==> src/rtl/mem_arbiter.sv <==
// Two-port (instruction fetch / data) arbiter in front of a single-outstanding memory controller.
// Data port has priority, but a waiting fetch is forced through after STARVE_LIMIT data grants.
module mem_arbiter #(
  parameter int unsigned STARVE_LIMIT = 4
) (
  input  logic        clk,
  input  logic        rst,
  input  logic        if_req_i,
  input  logic [31:0] if_addr_i,
  input  logic        if_flush_i,
  output logic [31:0] if_data_o,
  output logic        if_done_o,
  input  logic        dm_req_i,
  input  logic        dm_we_i,
  input  logic [31:0] dm_addr_i,
  input  logic [31:0] dm_wdata_i,
  input  logic [3:0]  dm_sel_i,
  output logic [31:0] dm_data_o,
  output logic        dm_done_o,
  output logic [1:0]  mc_rw_flag_o,
  output logic [31:0] mc_addr_o,
  output logic [31:0] mc_wdata_o,
  output logic [3:0]  mc_mask_o,
  input  logic        mc_busy_i,
  input  logic        mc_done_i,
  input  logic [31:0] mc_rdata_i
);

  typedef enum logic [1:0] {IDLE, ISSUE, WAIT, RESP} state_t;

  localparam int CW = (STARVE_LIMIT < 1) ? 1 : $clog2(STARVE_LIMIT + 1);
  localparam logic [CW-1:0] LIMIT = CW'(STARVE_LIMIT);

  state_t        state_q, state_d;
  logic          cmd_fetch_q;
  logic          cmd_we_q;
  logic [31:0]   cmd_addr_q;
  logic [31:0]   cmd_wdata_q;
  logic [3:0]    cmd_mask_q;
  logic [CW-1:0] starve_q;
  logic          discard_q;

  logic fetch_pending;
  logic any_pending;
  logic grant_fetch;
  logic flush_hit;

  assign fetch_pending = if_req_i && !if_flush_i;
  assign any_pending   = fetch_pending || dm_req_i;
  assign grant_fetch   = fetch_pending && (!dm_req_i || starve_q == LIMIT);
  assign flush_hit     = cmd_fetch_q && if_flush_i;

  assign mc_addr_o  = cmd_addr_q;
  assign mc_wdata_o = cmd_wdata_q;
  assign mc_mask_o  = cmd_mask_q;

  always_comb begin
    // NOTE: every output of this block gets a default before the case, so no path can infer a latch.
    state_d      = state_q;
    mc_rw_flag_o = 2'd0;
    if_done_o    = 1'b0;
    dm_done_o    = 1'b0;
    case (state_q)
      IDLE: if (any_pending) state_d = ISSUE;
      ISSUE: begin
        mc_rw_flag_o = cmd_we_q ? 2'd2 : 2'd1;
        if (flush_hit && mc_busy_i) state_d = IDLE;
        else if (!mc_busy_i)        state_d = WAIT;
      end
      WAIT: if (mc_done_i) state_d = RESP;
      RESP: begin
        state_d = IDLE;
        // A flush landing in the strobe cycle itself still hides the completion.
        if (cmd_fetch_q) if_done_o = !discard_q && !if_flush_i;
        else             dm_done_o = 1'b1;
      end
      default: state_d = IDLE;
    endcase
  end

  // NOTE: sequential state uses non-blocking (<=) so every register samples pre-edge values.
  always_ff @(posedge clk) begin
    if (rst) begin
      state_q     <= IDLE;
      cmd_fetch_q <= 1'b0;
      cmd_we_q    <= 1'b0;
      cmd_addr_q  <= '0;
      cmd_wdata_q <= '0;
      cmd_mask_q  <= '0;
      starve_q    <= '0;
      discard_q   <= 1'b0;
      if_data_o   <= '0;
      dm_data_o   <= '0;
    end else begin
      state_q <= state_d;
      case (state_q)
        IDLE: begin
          if (any_pending) begin
            cmd_fetch_q <= grant_fetch;
            if (grant_fetch) begin
              cmd_we_q    <= 1'b0;
              cmd_addr_q  <= if_addr_i;
              cmd_wdata_q <= '0;
              cmd_mask_q  <= 4'b1111;
              starve_q    <= '0;
            end else begin
              cmd_we_q    <= dm_we_i;
              cmd_addr_q  <= dm_addr_i;
              cmd_wdata_q <= dm_wdata_i;
              cmd_mask_q  <= dm_sel_i;
              if (!if_req_i)              starve_q <= '0;
              else if (starve_q != LIMIT) starve_q <= starve_q + CW'(1);
            end
          end
        end
        ISSUE: if (flush_hit && !mc_busy_i) discard_q <= 1'b1;
        WAIT: begin
          if (flush_hit) discard_q <= 1'b1;
          if (mc_done_i) begin
            if (cmd_fetch_q) begin
              if (!discard_q && !if_flush_i) if_data_o <= mc_rdata_i;
            end else if (!cmd_we_q) begin
              dm_data_o <= mc_rdata_i;
            end
          end
        end
        RESP: discard_q <= 1'b0;
        default: ;
      endcase
    end
  end

endmodule

==> config.mk <==
export PLATFORM = sky130hd
export DESIGN_NAME = mem_arbiter
export DESIGN_NICKNAME = d
export VERILOG_FILES = /design/src/rtl/mem_arbiter.sv
export SDC_FILE = /design/constraint.sdc
export NUM_CORES = 1
export LEC_CHECK = 0
export BUFFER_PORTS_ARGS = -buffer_cell sky130_fd_sc_hd__buf_4
export CAP_MARGIN = 20
export CORE_ASPECT_RATIO = 0.8
export CORE_MARGIN = 8
export CORE_UTILIZATION = 46
export DETAILED_ROUTE_END_ITERATION = 6
export PLACE_DENSITY = 0.88
export SYNTH_ARGS = -nofsm -noshare
export SYNTH_HDL_FRONTEND = slang
export SYNTH_SLANG_ARGS = --single-unit
==> constraint.sdc <==
create_clock -name clk -period 2.35 [get_ports clk]
set_input_delay 0.235 -clock clk [delete_from_list [all_inputs] [get_ports clk]]
set_output_delay 0.235 -clock clk [all_outputs]
set_load 0.02 [all_outputs]
==> summary.txt, run 1 <==
crit start category: flop
Hold Path Class: input port to flop
HPWL after detailed placement: 14.0 mm
Placer Congestion: 0.838
Slew @ Worst Pin: 0.696 ns
CP Capture Type: flop
Placed Area: 0.00781 mm2
FP Rows: 36
Clock Path Buffers: 2
CP Cell Sequence: inv_1, ha_1, a21boi_2, buf_4, nand2b_1, buf_4, nand3_1, a21oi_1
clk_skew: 0.00950 ns
Initial Util: 46.8%
slowest stage delay, CP: 0.38 ns
Total GRT Usage: 23.5%
Max-Cap Viols: 0
count leader, synth: nand2_1
ant diodes: 0
Leak: 0.00361 uW
Die Wd: 140 um
Synth Instances: 721
commonest cells in the netlist: nand2_1 (170), dfxtp_1 (140), a21oi_1 (103), nor2_1 (45), clkbuf_1 (38)
DRC violations left: 0
VDD IR max: 0.544 mV
clock-pin slew on the worst setup and hold paths: 0.06 ns
CP top delay family: buffers and inverters
Die Y: 115 um
Post-Syn Area per Cell: 7.84 um2
Core ar.: 0.0121 mm2
Primary FF master, synth: dfxtp_1
grt total ovfl: 0
Finished Core Util: 70.1%
register area: 0.00280 mm2
first-pass GRT wire length: 30.7 mm
Hold-fix buffers, CTS: 0
Reg2Reg Depth: 8
Vias: 6025
largest area contributor in the netlist: dfxtp_1
DP Cell Count: 1102
setup TNS: 0 ns
Seq cells post-synth: 140
Synthesized Nets: 863
RSZ-0062 raised after global routing: no
WL final: 19.5 mm
Setup Viol. Count Final: 0
Final period util: 90.4%
slowest CP cell: buf_4
Synth cell types: 32
Buf+Inv Stages, Crit Path: 3
WP data required: 2.67 ns
Reg-to-Reg End: mc_wdata_o[24]$_SDFFE_PP0P_
Rel. slew slack: 53.6%
setup bufs post-CTS: 0
ys async rst share: 0%
register area share after synthesis: 49.6%
Die ar.: 0.0161 mm2
setup ws final: 0.225 ns
Num CTS Buffers: 17
Num Clock Sinks: 140
Finished Layout Cells: 1134
wire per inst: 17.2 um
outcome: completed
drt first pass iters: 5
initial antenna violation count: 0
Worst path most repeated cell: buf_4
synth top area cells: dfxtp_1 (50%), nand2_1 (11%), a21oi_1 (9.1%)
R2R setup slack: 0.23 ns
Setup CP Type: flop to flop
Tmin final: 2.12 ns
Via density: 5.31
number of port buffers: 275
Top-Level Pins: 276
clk root buf: clkbuf_16
Starting DRT DRC Count: 449
H-tree depth: 4
Syn. warnings: 0
EDFF count, synth: 0
WP data arrival: 2.45 ns
largest net degree at the start of global routing: 141
CP Capture Point: mc_wdata_o[24]$_SDFFE_PP0P_
CTS tree: done
layout filler cell count: 988
final hold violation count: 0
Yosys top cell area share: 49.6%
Critical Path Start: starve_q[0]$_SDFFE_PP0P_
power per cell area: 790 mW/mm2
P&R area growth vs syn: 49.7%
Routed Antenna Nets: 0
post_cts resized: 0
area of the multi-input gates: 0.00258 mm2
fin area: 0.00846 mm2
share of cells above drive strength 1: 34.0%
crit-path max FO: 34
vias in the first global route: 5845
worst reg2reg startpoint: starve_q[0]$_SDFFE_PP0P_
Mapped Area: 0.00565 mm2
final max-slew violation count: 0
worst skew pair latency: 0.41 ns
Stages on worst setup path: 8
Final Net Count: 1111
maximum clock rate: 471 MHz
Setup WS pre-CTS: 0.296 ns
-- cells in the final DEF (no fill, tap or decap), types with 2 or more instances in the layout --
| cell | synthesis | routed |
|---|---|---|
| a21oi_1 | 103 | 103 |
| a221oi_1 | 32 | 32 |
| buf_12 | 0 | 2 |
| buf_4 | 0 | 291 |
| bufinv_16 | 0 | 4 |
| clkbuf_16 | 0 | 17 |
| clkinv_4 | 0 | 3 |
| dfxtp_1 | 140 | 140 |
| ha_1 | 2 | 2 |
| inv_1 | 3 | 3 |
| inv_6 | 0 | 5 |
| nand2_1 | 170 | 170 |
| nand2b_1 | 2 | 2 |
| nand3_1 | 33 | 33 |
| nor2_1 | 45 | 43 |
| nor2_4 | 1 | 2 |
| nor2b_1 | 35 | 34 |
| nor3_1 | 34 | 34 |
| o21ai_0 | 35 | 35 |
| o22ai_1 | 4 | 4 |
| or3_1 | 2 | 2 |
-- cells by family (layout without fill, tap and decap cells) --
family	after synthesis	in the layout	share of synthesized area (%)
AOI/OAI and AO/OA	181	181	18.8
adders and majority gates	2	2	0.443
buffers and inverters	67	328	5.03
DFF	140	140	49.6
muxes	1	1	0.177
and+or+nand+nor	330	330	25.9
-- sequential cells by signal, indices dropped and copies added (netlist names), named ones only --
name and cells:
starve_q 3, discard_q 1, cmd_fetch_q 1, mc_mask_o 4
dm_data_o 32, if_data_o 32, cmd_we_q 1, mc_addr_o 32
state_q 1, mc_wdata_o 32
-- where the power goes --
group          switching, uW  internal [uW]
Sequential              83.7           2520
Combinational            642            511
Clock                   1090           1840
-- cell type report --
type                            count  share of cell area, %
Clock inverter                     14                   2.44
Inverter                            3                  0.133
Timing Repair Buffer              293                   26.3
Multi-Input combinational cell    514                   30.5
Clock buffer                       18                   5.19
Tap cell                          152                   2.25
Sequential cell                   140                   33.1
-- metal layers --
metal  vias to the layer above  GRT usage, %  share of wire, %
li1                       2952             -                 -
met1                      2773          28.0                41
met2                       261          37.7                47
met3                        39          8.17               9.2
met4                         0          11.5               2.9
met5                         -             0                 0
-- worst min-delay path by stage --
| stage | from | endpoint | slack [ns] | depth (start not counted) |
|---|---|---|---|---|
| 2_1_floorplan | mc_rdata_i[0] | dm_data_o[0]$_SDFFE_PP0P_ | 0.37 | 2 |
| 3_3_place_gp | mc_wdata_o[12]$_SDFFE_PP0P_ | mc_wdata_o[12]$_SDFFE_PP0P_ | 0.44 | 2 |
| 3_5_place_dp | mc_wdata_o[8]$_SDFFE_PP0P_ | mc_wdata_o[8]$_SDFFE_PP0P_ | 0.44 | 2 |
| 4_1_cts | dm_sel_i[0] | mc_mask_o[0]$_SDFFE_PP0P_ | 0.04 | 3 |
| 5_1_grt | dm_sel_i[3] | mc_mask_o[3]$_SDFFE_PP0P_ | 0.05 | 3 |
| 6_report | dm_sel_i[0] | mc_mask_o[0]$_SDFFE_PP0P_ | 0.06 | 3 |
-- worst min-delay path, delay by kind of cell --
kind | cells | cell delay [ns]
compound gates | 1 | 0.05
buf+inv | 1 | 0.08
simple gates | 1 | 0.07
-- through the flow --
| step | total power, uW | hold slack (ns) |
|---|---|---|
| after global placement | 3780 | 0.438 |
| after CTS | 6720 | 0.0432 |
| after global routing | 6940 | 0.0534 |
| after detailed placement | 3800 | 0.445 |
| final | 6680 | 0.0636 |
| after floorplan | 3240 | 0.371 |
Power figures use the tool's default switching activity.
==> run 2, diff against run 1 <==
--- a/config.mk
+++ b/config.mk
@@ -11,7 +11,9 @@
 export CORE_MARGIN = 8
 export CORE_UTILIZATION = 46
 export DETAILED_ROUTE_END_ITERATION = 6
-export PLACE_DENSITY = 0.88
+export HOLD_SLACK_MARGIN = 0.15
+export PLACE_DENSITY_LB_ADDON = 0.2
+export RECOVER_POWER = 25
 export SYNTH_ARGS = -nofsm -noshare
 export SYNTH_HDL_FRONTEND = slang
 export SYNTH_SLANG_ARGS = --single-unit
==> run 2 against run 1 <==
  * Sequential share of layout area is 1.5 points lower
  * Fmax fell by 1.0%
  * Via count is 5.3% higher
  * Worst setup slack got worse by 0.022 ns
  * Die area did not move
  * Non-clock buffer count is 69 higher
  * Combinational power rose by 4%
  * Critical path type unchanged
  * Largest power group unchanged
==> summary.txt, run 2 (synthesis gave the netlist of run 1 again) <==
post_cts resized: 0
Num CTS Buffers: 17
FP Rows: 36
final hold violation count: 0
Die ar.: 0.0161 mm2
first-pass GRT wire length: 32.8 mm
Slew @ Worst Pin: 0.701 ns
crit start category: flop
Routed Antenna Nets: 0
met2 Usage GRT: 43.4%
met1 Use GR: 28.2%
DP Cell Count: 1100
maximum clock rate: 466 MHz
Setup Viol. Count Final: 0
WP data required: 2.67 ns
Finished Layout Cells: 1203
VDD IR max: 0.603 mV
Rel. slew slack: 53.2%
most common cell after layout, fill and taps aside: buf_4
DRC violations left: 0
Core ar.: 0.0121 mm2
CTS tree: done
Placer Congestion: 0.802
slowest stage delay, CP: 0.37 ns
Setup WS pre-CTS: 0.341 ns
Hold-fix buffers, CTS: 71
number of port buffers: 275
Leak: 0.00357 uW
initial antenna violation count: 0
Starting DRT DRC Count: 470
Vias: 6344
WP data arrival: 2.47 ns
Setup CP Type: flop to flop
most frequent cells in the layout: buf_4 (220), nand2_1 (170), dfxtp_1 (140)
setup TNS: 0 ns
HPWL after detailed placement: 13.4 mm
Worst path most repeated cell: buf_4
Final period util: 91.4%
clk_skew: 0.0132 ns
Die Wd: 140 um
setup ws final: 0.203 ns
Top-Level Pins: 276
worst skew pair latency: 0.41 ns
Tmin final: 2.15 ns
Initial Util: 46.8%
setup bufs post-CTS: 0
WL final: 20.8 mm
Max-Cap Viols: 0
GRT busiest layer: met2
P&R area growth vs syn: 56.6%
outcome: completed
CP Capture Type: flop
Clock Path Buffers: 2
power per cell area: 728 mW/mm2
Total GRT Usage: 25.0%
Via density: 5.27
drt first pass iters: 5
Hold Path Class: input port to flop
wire per inst: 17.3 um
Num Clock Sinks: 140
final max-slew violation count: 0
Buf+Inv Stages, Crit Path: 3
share of cells above drive strength 1: 25.0%
grt total ovfl: 0
vias in the first global route: 6382
CP top delay family: buffers and inverters
H-tree depth: 4
GR Util met3: 8.88%
RSZ-0062 raised after global routing: no
Die Y: 115 um
crit-path max FO: 34
largest net degree at the start of global routing: 53
slowest CP cell: dfxtp_1
Finished Core Util: 73.3%
layout filler cell count: 978
Final Net Count: 1180
clk root buf: clkbuf_16
CP Cell Sequence: inv_1, ha_1, a21boi_2, buf_4, nand2b_1, buf_4, nand3_1, a21oi_1
clock-pin slew on the worst setup and hold paths: 0.06 ns
[run 2: changes by cell type in the layout (fill, tap and decap cells not counted), sizes merged]
cell,change
buf,-70
bufinv,-2
clkbuf,+70
clkinvlp,+4
diode,+2
dlygate4sd3,+71
inv,-6
[run 2: layout make-up]
cell class / count / area, um2 / area share (%)
clock buffer: 20 / 467 / 5.27
multi-input combinational: 514 / 2580 / 29.1
clock inverter: 10 / 118 / 1.33
tap: 152 / 190 / 2.15
inverter: 3 / 11.3 / 0.127
timing repair buffer: 362 / 2680 / 30.3
sequential: 140 / 2800 / 31.7
antenna: 2 / 5.00 / 0.0566
[run 2: routing by layer]
metal | wire (um) | vias up
met5 | 0 | -
met4 | 436 | 0
met3 | 1720 | 35
met2 | 10400 | 255
met1 | 8290 | 2963
li1 | - | 3091
[run 2: where the power goes]
part           internal, uW  leakage, uW  total (uW)  switching (uW)
Combinational           534      0.00215        1200             668
Sequential             2520      0.00114        2600            87.5
Clock                  1630     0.000276        2630             998
[run 2: final timing paths]
path	startpoint	endpoint	slack, ns	cells past startpoint
max	starve_q[0]$_SDFFE_PP0P_	mc_wdata_o[15]$_SDFFE_PP0P_	0.20	8
min	if_addr_i[26]	mc_addr_o[26]$_SDFFE_PP0P_	0.16	3
max reg2reg	starve_q[0]$_SDFFE_PP0P_	mc_wdata_o[15]$_SDFFE_PP0P_	0.20	8
min reg2reg	mc_wdata_o[1]$_SDFFE_PP0P_	mc_wdata_o[1]$_SDFFE_PP0P_	0.45	2
[run 2: tightest hold or removal path, delay by kind of cell]
family	cells	cell delay, ns
buffers and inverters	1	0.08
AOI/OAI and AO/OA	1	0.06
and+or+nand+nor	1	0.14
[run 2: through the flow]
stage | cell area (um2) | power (uW) | hold slack (ns)
after floorplan | 5650 | 3240 | 0.371
after global placement | 7800 | 3780 | 0.440
after detailed placement | 7800 | 3790 | 0.445
after CTS | 9100 | 6500 | 0.152
after global routing | 8840 | 6700 | 0.157
final | 8850 | 6440 | 0.160
==> run 3, diff against run 2 <==
--- a/config.mk
+++ b/config.mk
@@ -5,11 +5,13 @@
 export SDC_FILE = /design/constraint.sdc
 export NUM_CORES = 1
 export LEC_CHECK = 0
+export ABC_AREA = 1
 export BUFFER_PORTS_ARGS = -buffer_cell sky130_fd_sc_hd__buf_4
 export CAP_MARGIN = 20
 export CORE_ASPECT_RATIO = 0.8
 export CORE_MARGIN = 8
 export CORE_UTILIZATION = 46
+export CTS_CLUSTER_SIZE = 16
 export DETAILED_ROUTE_END_ITERATION = 6
 export HOLD_SLACK_MARGIN = 0.15
 export PLACE_DENSITY_LB_ADDON = 0.2
==> run 3 against run 2 <==
  * Critical path type unchanged
  * Combinational power is 12% higher
  * Global-route usage decreased by 0.15 points
  * Clock power decreased by 5%
  * Synthesized cell count increased by 8.7%
  * Clock skew shrank 0.0040 ns
==> summary.txt, run 3 <==
CTS tree: done
Final period util: 92.4%
count leader, synth: nor2_1
Mapped Area: 0.00560 mm2
clk root buf: clkbuf_16
most frequent cells in the layout: buf_4 (214), nor2_1 (213), nand2_1 (177)
Vias: 6517
CP Capture Type: flop
fin area: 0.00929 mm2
Setup WS pre-CTS: 0.444 ns
clock group share of total power: 38.8%
largest net degree at the start of global routing: 74
Reg2Reg Depth: 11
maximum clock rate: 460 MHz
total power draw: 6470 uW
share of cells above drive strength 1: 21.8%
DRC violations left: 0
WL final: 20.3 mm
vias in the first global route: 6454
Slew @ Worst Pin: 0.710 ns
Finished Core Util: 77.2%
Synthesized Nets: 926
Leak: 0.00438 uW
Primary FF master, synth: dfxtp_1
Initial Util: 46.5%
H-tree depth: 4
Core ar.: 0.0120 mm2
Starting DRT DRC Count: 348
grt total ovfl: 0
Gate power share: 20.8%
wire per inst: 15.2 um
Via density: 4.87
setup ws final: 0.178 ns
setup TNS: 0 ns
Num CTS Buffers: 17
largest area contributor in the netlist: dfxtp_1
layout filler cell count: 841
Int Pwr: 4710 uW
Routed Antenna Nets: 0
Total GRT Usage: 24.9%
Num Clock Sinks: 140
EDFF count, synth: 0
register area share after synthesis: 50.1%
post_cts resized: 0
FP Rows: 36
number of port buffers: 275
Top-Level Pins: 276
initial antenna violation count: 0
setup bufs post-CTS: 0
Placer Congestion: 0.789
outcome: completed
WP data arrival: 2.52 ns
Synth Instances: 784
ys async rst share: 0%
Tmin final: 2.17 ns
Die Y: 115 um
HPWL after detailed placement: 12.1 mm
clk_skew: 0.00921 ns
Hold Path Class: input port to flop
Placed Area: 0.00764 mm2
Worst Hold Depth: 5
drt first pass iters: 5
power per cell area: 697 mW/mm2
NetSw: 1760 uW
VDD IR max: 0.497 mV
Final Net Count: 1314
Reg power frac: 40.4%
WP data required: 2.70 ns
worst skew pair latency: 0.41 ns
Setup CP Type: flop to flop
Die ar.: 0.0160 mm2
Setup Viol. Count Final: 0
final hold violation count: 0
crit start category: flop
Seq cells post-synth: 140
Sw Share: 27.2%
Synth cell types: 27
Max-Cap Viols: 0
crit-path max FO: 35
Yosys top cell area share: 50.1%
Rel. slew slack: 52.7%
first-pass GRT wire length: 32.0 mm
Clock Path Buffers: 2
Post-Syn Area per Cell: 7.14 um2
clock-pin slew on the worst setup and hold paths: 0.05 ns
final max-slew violation count: 0
commonest cells in the netlist: nor2_1 (213), nand2_1 (177), dfxtp_1 (140), o21ai_0 (60), inv_1 (42)
Die Wd: 139 um
synth top area cells: dfxtp_1 (50%), nor2_1 (14%), nand2_1 (12%)
RSZ-0062 raised after global routing: no
P&R area growth vs syn: 66.0%
most common cell after layout, fill and taps aside: buf_4
Syn. warnings: 0
## run 3: changes by cell type in the layout (fill, tap and decap cells not counted), sizes merged, moves of 9 or more
cell,before,now
a21oi,103,34
a221oi,32,0
dlygate4sd3,71,132
inv,3,48
nand2,170,179
nor2,46,219
nor2b,35,0
nor3,35,3
o21ai,36,70
## run 3: path summary, 6_finish.rpt
path,slack [ns],start,endpoint
max,0.18,starve_q[0]$_SDFFE_PP0P_,mc_addr_o[31]$_SDFFE_PP0P_
min,0.17,dm_addr_i[3],mc_addr_o[3]$_SDFFE_PP0P_
max reg2reg,0.18,starve_q[0]$_SDFFE_PP0P_,mc_addr_o[31]$_SDFFE_PP0P_
min reg2reg,0.46,mc_wdata_o[29]$_SDFFE_PP0P_,mc_wdata_o[29]$_SDFFE_PP0P_
## run 3: final cells by class
type	count	area, um2	area share, %
Multi-Input combinational cell	550	2350	25.3
Clock inverter	6	60.1	0.647
Timing Repair Buffer	414	3200	34.5
Inverter	49	186	2.01
Sequential cell	140	2800	30.2
Tap cell	152	190	2.05
Antenna cell	1	2.50	0.0269
Clock buffer	26	499	5.38
## run 3: per-layer routing
layer	global-route usage, %	part of all wire, %
met1	26.1	38
met2	44.0	50
met3	9.50	9.3
met4	10.9	2.6
met5	0	0
## run 3: worst max-delay path, cell delays in order (launching register included)
cell and delay [ns]:
dfxtp_1 0.35, inv_1 0.07, ha_1 0.20, nand2_1 0.08, nand2_1 0.06, nand2_2 0.08
buf_4 0.35, nand2_1 0.10, nand3_1 0.09, dlygate4sd3_1 0.58, nand2_1 0.08, inv_1 0.07
## run 3: timing repair
| item | 4_1_cts | 5_1_grt |
|---|---|---|
| endpoints found under the setup margin | 0 | 14 |
| hold buffers | 132 | 0 |
| endpoints found under the hold margin | 133 | 0 |
## run 3: kinds of logic (layout without fill, tap and decap cells)
family | count (synthesis) | count (layout) | synth area share, %
flops | 140 | 140 | 50.1
other cells | 0 | 1 | 0
buf+inv | 95 | 495 | 8.18
compound gates | 107 | 107 | 9.86
simple gates | 440 | 441 | 31.4
fa+ha+maj | 2 | 2 | 0.447
## run 3: power groups by stage
| stage | clock [uW] | combinational (uW) | sequential (uW) |
|---|---|---|---|
| floorplan | 0 | 482 | 2830 |
| global placement | 0 | 1130 | 2650 |
| detailed placement | 0 | 1140 | 2660 |
| CTS | 2550 | 1350 | 2610 |
| global route | 2670 | 1450 | 2630 |
| finish | 2510 | 1340 | 2620 |
## run 3: per-stage QoR
stage,hold WS (ns),cells
after floorplan,0.356,784
after global placement,0.447,1172
after detailed placement,0.450,1172
after CTS,0.155,1336
after global routing,0.178,1337
final,0.171,1338
